## config.mk

```make
export PLATFORM = sky130hd
export DESIGN_NAME = fetch_unit
export DESIGN_NICKNAME = d
export VERILOG_FILES = /design/src/rtl/fetch_unit.sv
export SDC_FILE = /design/constraint.sdc
export NUM_CORES = 1
export LEC_CHECK = 0
export ABC_AREA = 1
export BUFFER_PORTS_ARGS = -buffer_cell sky130_fd_sc_hd__buf_2
export CORE_AREA = 4 4 83 85
export CTS_BUF_LIST = sky130_fd_sc_hd__clkbuf_8
export DETAILED_ROUTE_END_ITERATION = 16
export DIE_AREA = 0 0 87 89
export MAX_ROUTING_LAYER = met4
export PLACE_DENSITY_LB_ADDON = 0.05
export SLEW_MARGIN = 30
export SYNTH_ARGS = -nofsm -noshare
export SYNTH_HDL_FRONTEND = slang
export SYNTH_SLANG_ARGS = --single-unit
```

## constraint.sdc

```tcl
create_clock -name FU_clk -period 1.6 [get_ports FU_clk]
set_clock_uncertainty 0.1 [all_clocks]
set_input_delay 0.16 -clock FU_clk [delete_from_list [all_inputs] [get_ports FU_clk]]
set_output_delay 0.16 -clock FU_clk [all_outputs]
set_load 0.02 [all_outputs]
```

## src/rtl/fetch_unit.sv

```systemverilog
// Instruction-fetch / memory-interface datapath: PC, MAR, MBR and IR, all
// loaded on control-unit strobes, plus PC-wrap and retired-fetch status.
module fetch_unit #(
    parameter int unsigned ADDR_W    = 8,
    parameter logic [3:0]  DATA_PAGE = 4'hF,
    parameter int unsigned CNT_W     = 16
) (
    input  logic              FU_clk,
    input  logic              FU_rst_n,
    input  logic              MAR_we,
    input  logic              MAR_mux,
    input  logic              MBR_we,
    input  logic              MBR_mux,
    input  logic              IR_we,
    input  logic              PC_inc,
    input  logic              pc_load,
    input  logic [ADDR_W-1:0] pc_load_val,
    input  logic [7:0]        ram_rdata,
    input  logic [7:0]        rf_rdata,
    output logic [ADDR_W-1:0] mar_addr,
    output logic [7:0]        mbr_data,
    output logic [7:0]        ir_out,
    output logic [ADDR_W-1:0] pc_out,
    output logic              pc_wrap,
    output logic [CNT_W-1:0]  fetch_cnt
);

    logic [ADDR_W-1:0] pc_q;
    logic [ADDR_W-1:0] mar_q;
    logic [7:0]        mbr_q;
    logic [7:0]        ir_q;
    logic              wrap_q;
    logic [CNT_W-1:0]  cnt_q;
    logic [ADDR_W-1:0] oper_addr;

    // Direct LD/ST operand address lives in a fixed data page.
    assign oper_addr = ADDR_W'({DATA_PAGE, ir_q[3:0]});

    always_ff @(posedge FU_clk or negedge FU_rst_n) begin
        if (!FU_rst_n) begin
            mar_q <= '0;
        end else if (MAR_we) begin
            mar_q <= MAR_mux ? oper_addr : pc_q;
        end
    end

    always_ff @(posedge FU_clk or negedge FU_rst_n) begin
        if (!FU_rst_n) begin
            mbr_q <= '0;
        end else if (MBR_we) begin
            mbr_q <= MBR_mux ? rf_rdata : ram_rdata;
        end
    end

    always_ff @(posedge FU_clk or negedge FU_rst_n) begin
        if (!FU_rst_n) begin
            ir_q <= '0;
        end else if (IR_we) begin
            ir_q <= mbr_q;
        end
    end

    // A jump load takes priority over increment and never counts as a wrap.
    always_ff @(posedge FU_clk or negedge FU_rst_n) begin
        if (!FU_rst_n) begin
            pc_q   <= '0;
            wrap_q <= 1'b0;
        end else if (pc_load) begin
            pc_q <= pc_load_val;
        end else if (PC_inc) begin
            pc_q <= pc_q + ADDR_W'(1);
            if (pc_q == '1) begin
                wrap_q <= 1'b1;
            end
        end
    end

    always_ff @(posedge FU_clk or negedge FU_rst_n) begin
        if (!FU_rst_n) begin
            cnt_q <= '0;
        end else if (IR_we && (cnt_q != '1)) begin
            cnt_q <= cnt_q + CNT_W'(1);
        end
    end

    assign mar_addr  = mar_q;
    assign mbr_data  = mbr_q;
    assign ir_out    = ir_q;
    assign pc_out    = pc_q;
    assign pc_wrap   = wrap_q;
    assign fetch_cnt = cnt_q;

endmodule

```

After elaboration in Yosys (flattened, before gate mapping)

Cells that the tools add are included.

Output and inout port bits: 49
Word-level logic and storage cells: 18
Flip-flop bits (word level): 49
Bits of input ports: 33

$add $sub $neg: 2
Bitwise operators: 1
Equality and inequality tests: 2
Reductions and logical operators: 3
Mux-type cells: 4

Operator list:

| kind                    | count |
|---|---|
| $mux W8                 | 4 |
| $add A16 B1 Y16 const B | 1 |
| $ne A16 B16 Y1 const B  | 1 |
| $add A8 B1 Y8 const B   | 1 |
| $eq A8 B8 Y1 const B    | 1 |
| $reduce_and A3 Y1       | 1 |
| $reduce_bool A2 Y1      | 1 |
| $logic_and A1 B1 Y1     | 1 |
| $not A1 Y1              | 1 |

Logic depth before layout (Yosys ltp)

Depth after elaboration: 3
Depth in mapped cells: 9
Depth with buffers taken out: 8

Worst setup path before layout

OpenSTA, ideal clock, no wires.

Path type: register -> register
Start point: register cnt_q[0] (netlist: fetch_cnt[0])
End point: register cnt_q[3] (netlist: fetch_cnt[3])
Library setup time: 65 ps
Required time: 1435 ps
Buffers on the path: 1
Clock period less this slack: 1642 ps
Slack: -42 ps
Arrival: 1477 ps
Stages on the path, launching flop included: 9
Cell sequence: dfrtp_1 ha_1 nand3_2 nor2_2 nand2_2 nand2_4 buf_8 nand2_1 nand2_1

Cells in the longest elaborated chain, start to end: 2
Elaborated cells between the ends (all ways): 3
Those cells by class: add/sub (1); eq/ne (1); reduce/logical (1)

RTL lines:

| item                                                    | line | text |
|---|---|---|
| from (decl)                                             | 33   | `logic [CNT_W-1:0] cnt_q;` |
| from (signal assigned)                                  | 82   | `cnt_q <= cnt_q + CNT_W'(1);` |
| branches (longest 2 deep; another with $add A16 B1 Y16) | --   |  |

Several ways; the timed one is not identified.
A chain may end at the register's enable or synchronous reset.

Worst setup path after layout

Start point: register cnt_q[1] (netlist: fetch_cnt[1])
End point: register cnt_q[12] (netlist: fetch_cnt[12])

The elaborated chain is that of the path after synthesis.

==> results.md <==
* Most frequent CP cell: nand2_1
* Remaining DRCs at 0
* Max Slew Vio Count at 0
* Setup Crit Path Kind: reg -> reg
* Pin count of the biggest net entering global routing at 50
* Yosys cell types at 27
* CTS buffer count at 5
* Avg WL per Cell at 12.9 um
* Failing checks: negative hold slack
* TritonCTS Sinks at 49
* Worst path top cell family by delay: flip-flops
* HPWL Detailed at 4750 um
* Routed vias/inst at 4.79
* CP max stage delay at 380 ps
* Period utilization at roughly 94%
* Die Wd at between 80 and 90 um
* GPL Wtd Cong at slightly below 0.9
* TritonCTS clock tree: yes
* Setup_tns at 0 ps
* Worst-Margin Slew at 325 ps
* Final net count at 470
* Die footprint at 7740 um2
* Hold Slack at -0.646 ps
* Min-delay src: pc_load_val[0]
* Critical Path Fanout Max at 3
* Largest cells by area after synthesis: dfrtp_1, nand2_1, nor2_1
* Max Cap Viol at 0
* Reg2Reg Capture Point: fetch_cnt[12]
* Post-synthesis sequential area ratio at 49.6%
* Layout area overhead at 38.0%
* Dpl cell area at 3140 um2
* Diodes inserted at 0
* Post-synthesis area per instance at 7.82 um2
* CP max stage cell: dfrtp_2
* Reg2reg start: fetch_cnt[1]
* # port buffers at 81
* Hold Violations, Final at 1
* Final Cell Area at 3410 um2
* IO Pins at 82
* Static leakage at 1.73 nW
* Worst slew margin at between 70% and 80%
* Syn. warnings at 0
* DRT antenna net count at 0
* Crit-path cells: ha_2 -> nand3_2 -> buf_4 -> inv_1 -> nand2_1 -> nor2_1 -> nand2_1 -> xnor2_1
* Vias at between 2k and 2.5k
* Hold path cells at 3
* First-pass GRT wire length at 10900 um
* Buf+Inv Stages, Crit Path at 2
* Syn nets at 351
* Synthesized cell area at ~2500 um2
* Final setup margin at 98.5 ps
* Most frequent cells in the layout: nand2_1, buf_2, dfrtp_1
* TritonRoute pass-1 iters at 4
* Commonest non-fill, non-tap cell in the layout: nand2_1
* Req. time, crit path at 1700 ps
* #FFs+latches synth at 49
* Share of cells above drive strength 1 at 29.8%
* Clock buffer depth at 2
* Setup crit end kind: register
* Starting Density at 39.8%
* Cell Pwr Density at between 900 and 1000 nW/um2
* Min-delay worst type: in -> reg
* R2r setup slk at 100 ps
* Die height at 89 um
* Final global-route overflow total at 0
* Worst-Skew Late Latency at 310 ps
* Yosys top cell area share at 49.6%
* WL final at 6610 um
* Synthesized instance count at roughly 320
* Overall power at 3.25 mW
* First DRT Iteration DRCs at 109
* Register-to-Register Path Depth at 8
* Filler cell count at roughly 620
* CP arrival at 1600 ps
* H-tree level count at 2
* Worst Hold Path EP: pc_out[0]
* Core footprint at between 6000 and 7000 um2
* Fin crit period at 1500 ps
* Fmax at 0.666 GHz
* Root Driver: clkbuf_8
* Maximum vdd ir drop at between 0.4 and 0.5 mV
* CP startpoint kind: register
* Clock transition at path regs at 100 ps
* Area leader, netlist: dfrtp_1
* Dpl ws at -300 ps
* Antenna violations before repair at 0
* Total track usage at a little under a fifth
* Outcome: complete, but fails checks
* Cell row count at 29
* Setup violators final at 0
* Vias in the first global route at between 2k and 2.5k
cells in the mapped netlist (all sizes together):
library cell,count
o22ai,3
a31oi,10
nor3,1
a21oi,5
nand2,115
a31o,1
o211ai,2
dfrtp,49
nand4,7
buf,3
nor2,43
o21ai,15
a22oi,6
xor2,3
xnor2,9
nand3,11
inv,24
clkbuf,7
ha,2
metrics by stage:
step,utilization (%),hold slack [ps],cells
2_1_floorplan,-,-236,316
5_1_grt,55.0,0.734,513
3_5_place_dp,50.6,72.5,491
6_report,55.0,-0.646,513
4_1_cts,54.4,0.936,512
3_3_place_gp,50.6,71.1,491
registers in the layout (all words and copies together), names as in the netlist:
| name | count |
|---|---|
| ir_out | 8 |
| mar_addr | 8 |
| pc_wrap | 1 |
| fetch_cnt | 16 |
| mbr_data | 8 |
| pc_out | 8 |
power by group:
part / internal [mW] / switching, mW / leakage, nW
Clock: 0.320 / 0.467 / 0.0452
Sequential: 1.39 / 0.112 / 0.603
Combinational: 0.394 / 0.567 / 1.08
worst max-delay path by stage:
stage / depth (start not counted) / endpoint / slack (ps) / from
2_1_floorplan: 8 / fetch_cnt[3] / 50 / fetch_cnt[0]
3_3_place_gp: 6 / fetch_cnt[0] / -270 / fetch_cnt[0]
3_5_place_dp: 6 / fetch_cnt[3] / -300 / fetch_cnt[0]
4_1_cts: 9 / fetch_cnt[14] / 40 / fetch_cnt[0]
5_1_grt: 8 / fetch_cnt[12] / -7 / fetch_cnt[1]
6_report: 8 / fetch_cnt[12] / 100 / fetch_cnt[1]
tightest hold or removal path, cell delays in order:
cell and delay, ps:
buf_2 70, nand2_1 50, o211ai_1 80
logic make-up after synthesis:
group	count (synthesis)	share of synthesized area, %
flops	49	49.6
buf+inv	34	5.82
fa+ha+maj	2	1.01
compound gates	42	10.1
xor+xnor	12	4.25
simple gates	177	29.2
layer usage:
metal | GRT usage, % | vias to the layer above | wire [um] | part of all wire (%)
met5 | - | - | 0 | 0
met4 | 4.25 | 0 | 76 | 1.2
met3 | 3.78 | 13 | 360 | 5.4
met2 | 31.0 | 62 | 3160 | 48
met1 | 23.1 | 1118 | 3010 | 46
li1 | - | 1262 | - | -
what timing repair did:
item                                    CTS  global route
hold endpoints to repair                 57             1
gates resized for setup                   2             7
hold buffers                             13             1
endpoints found under the setup margin   11            14
buffers inserted                          0             0
final cells by class:
cell class	count	area [um2]	share of cell area [%]
clock buffer	5	68.8	2.02
clock inverter	3	25.0	0.733
inverter	24	90.1	2.64
multi-input combinational	233	1140	33.5
sequential	49	1230	36.0
tap	77	96.3	2.82
timing repair buffer	122	761	22.3
(Power assumes the default switching activity.)
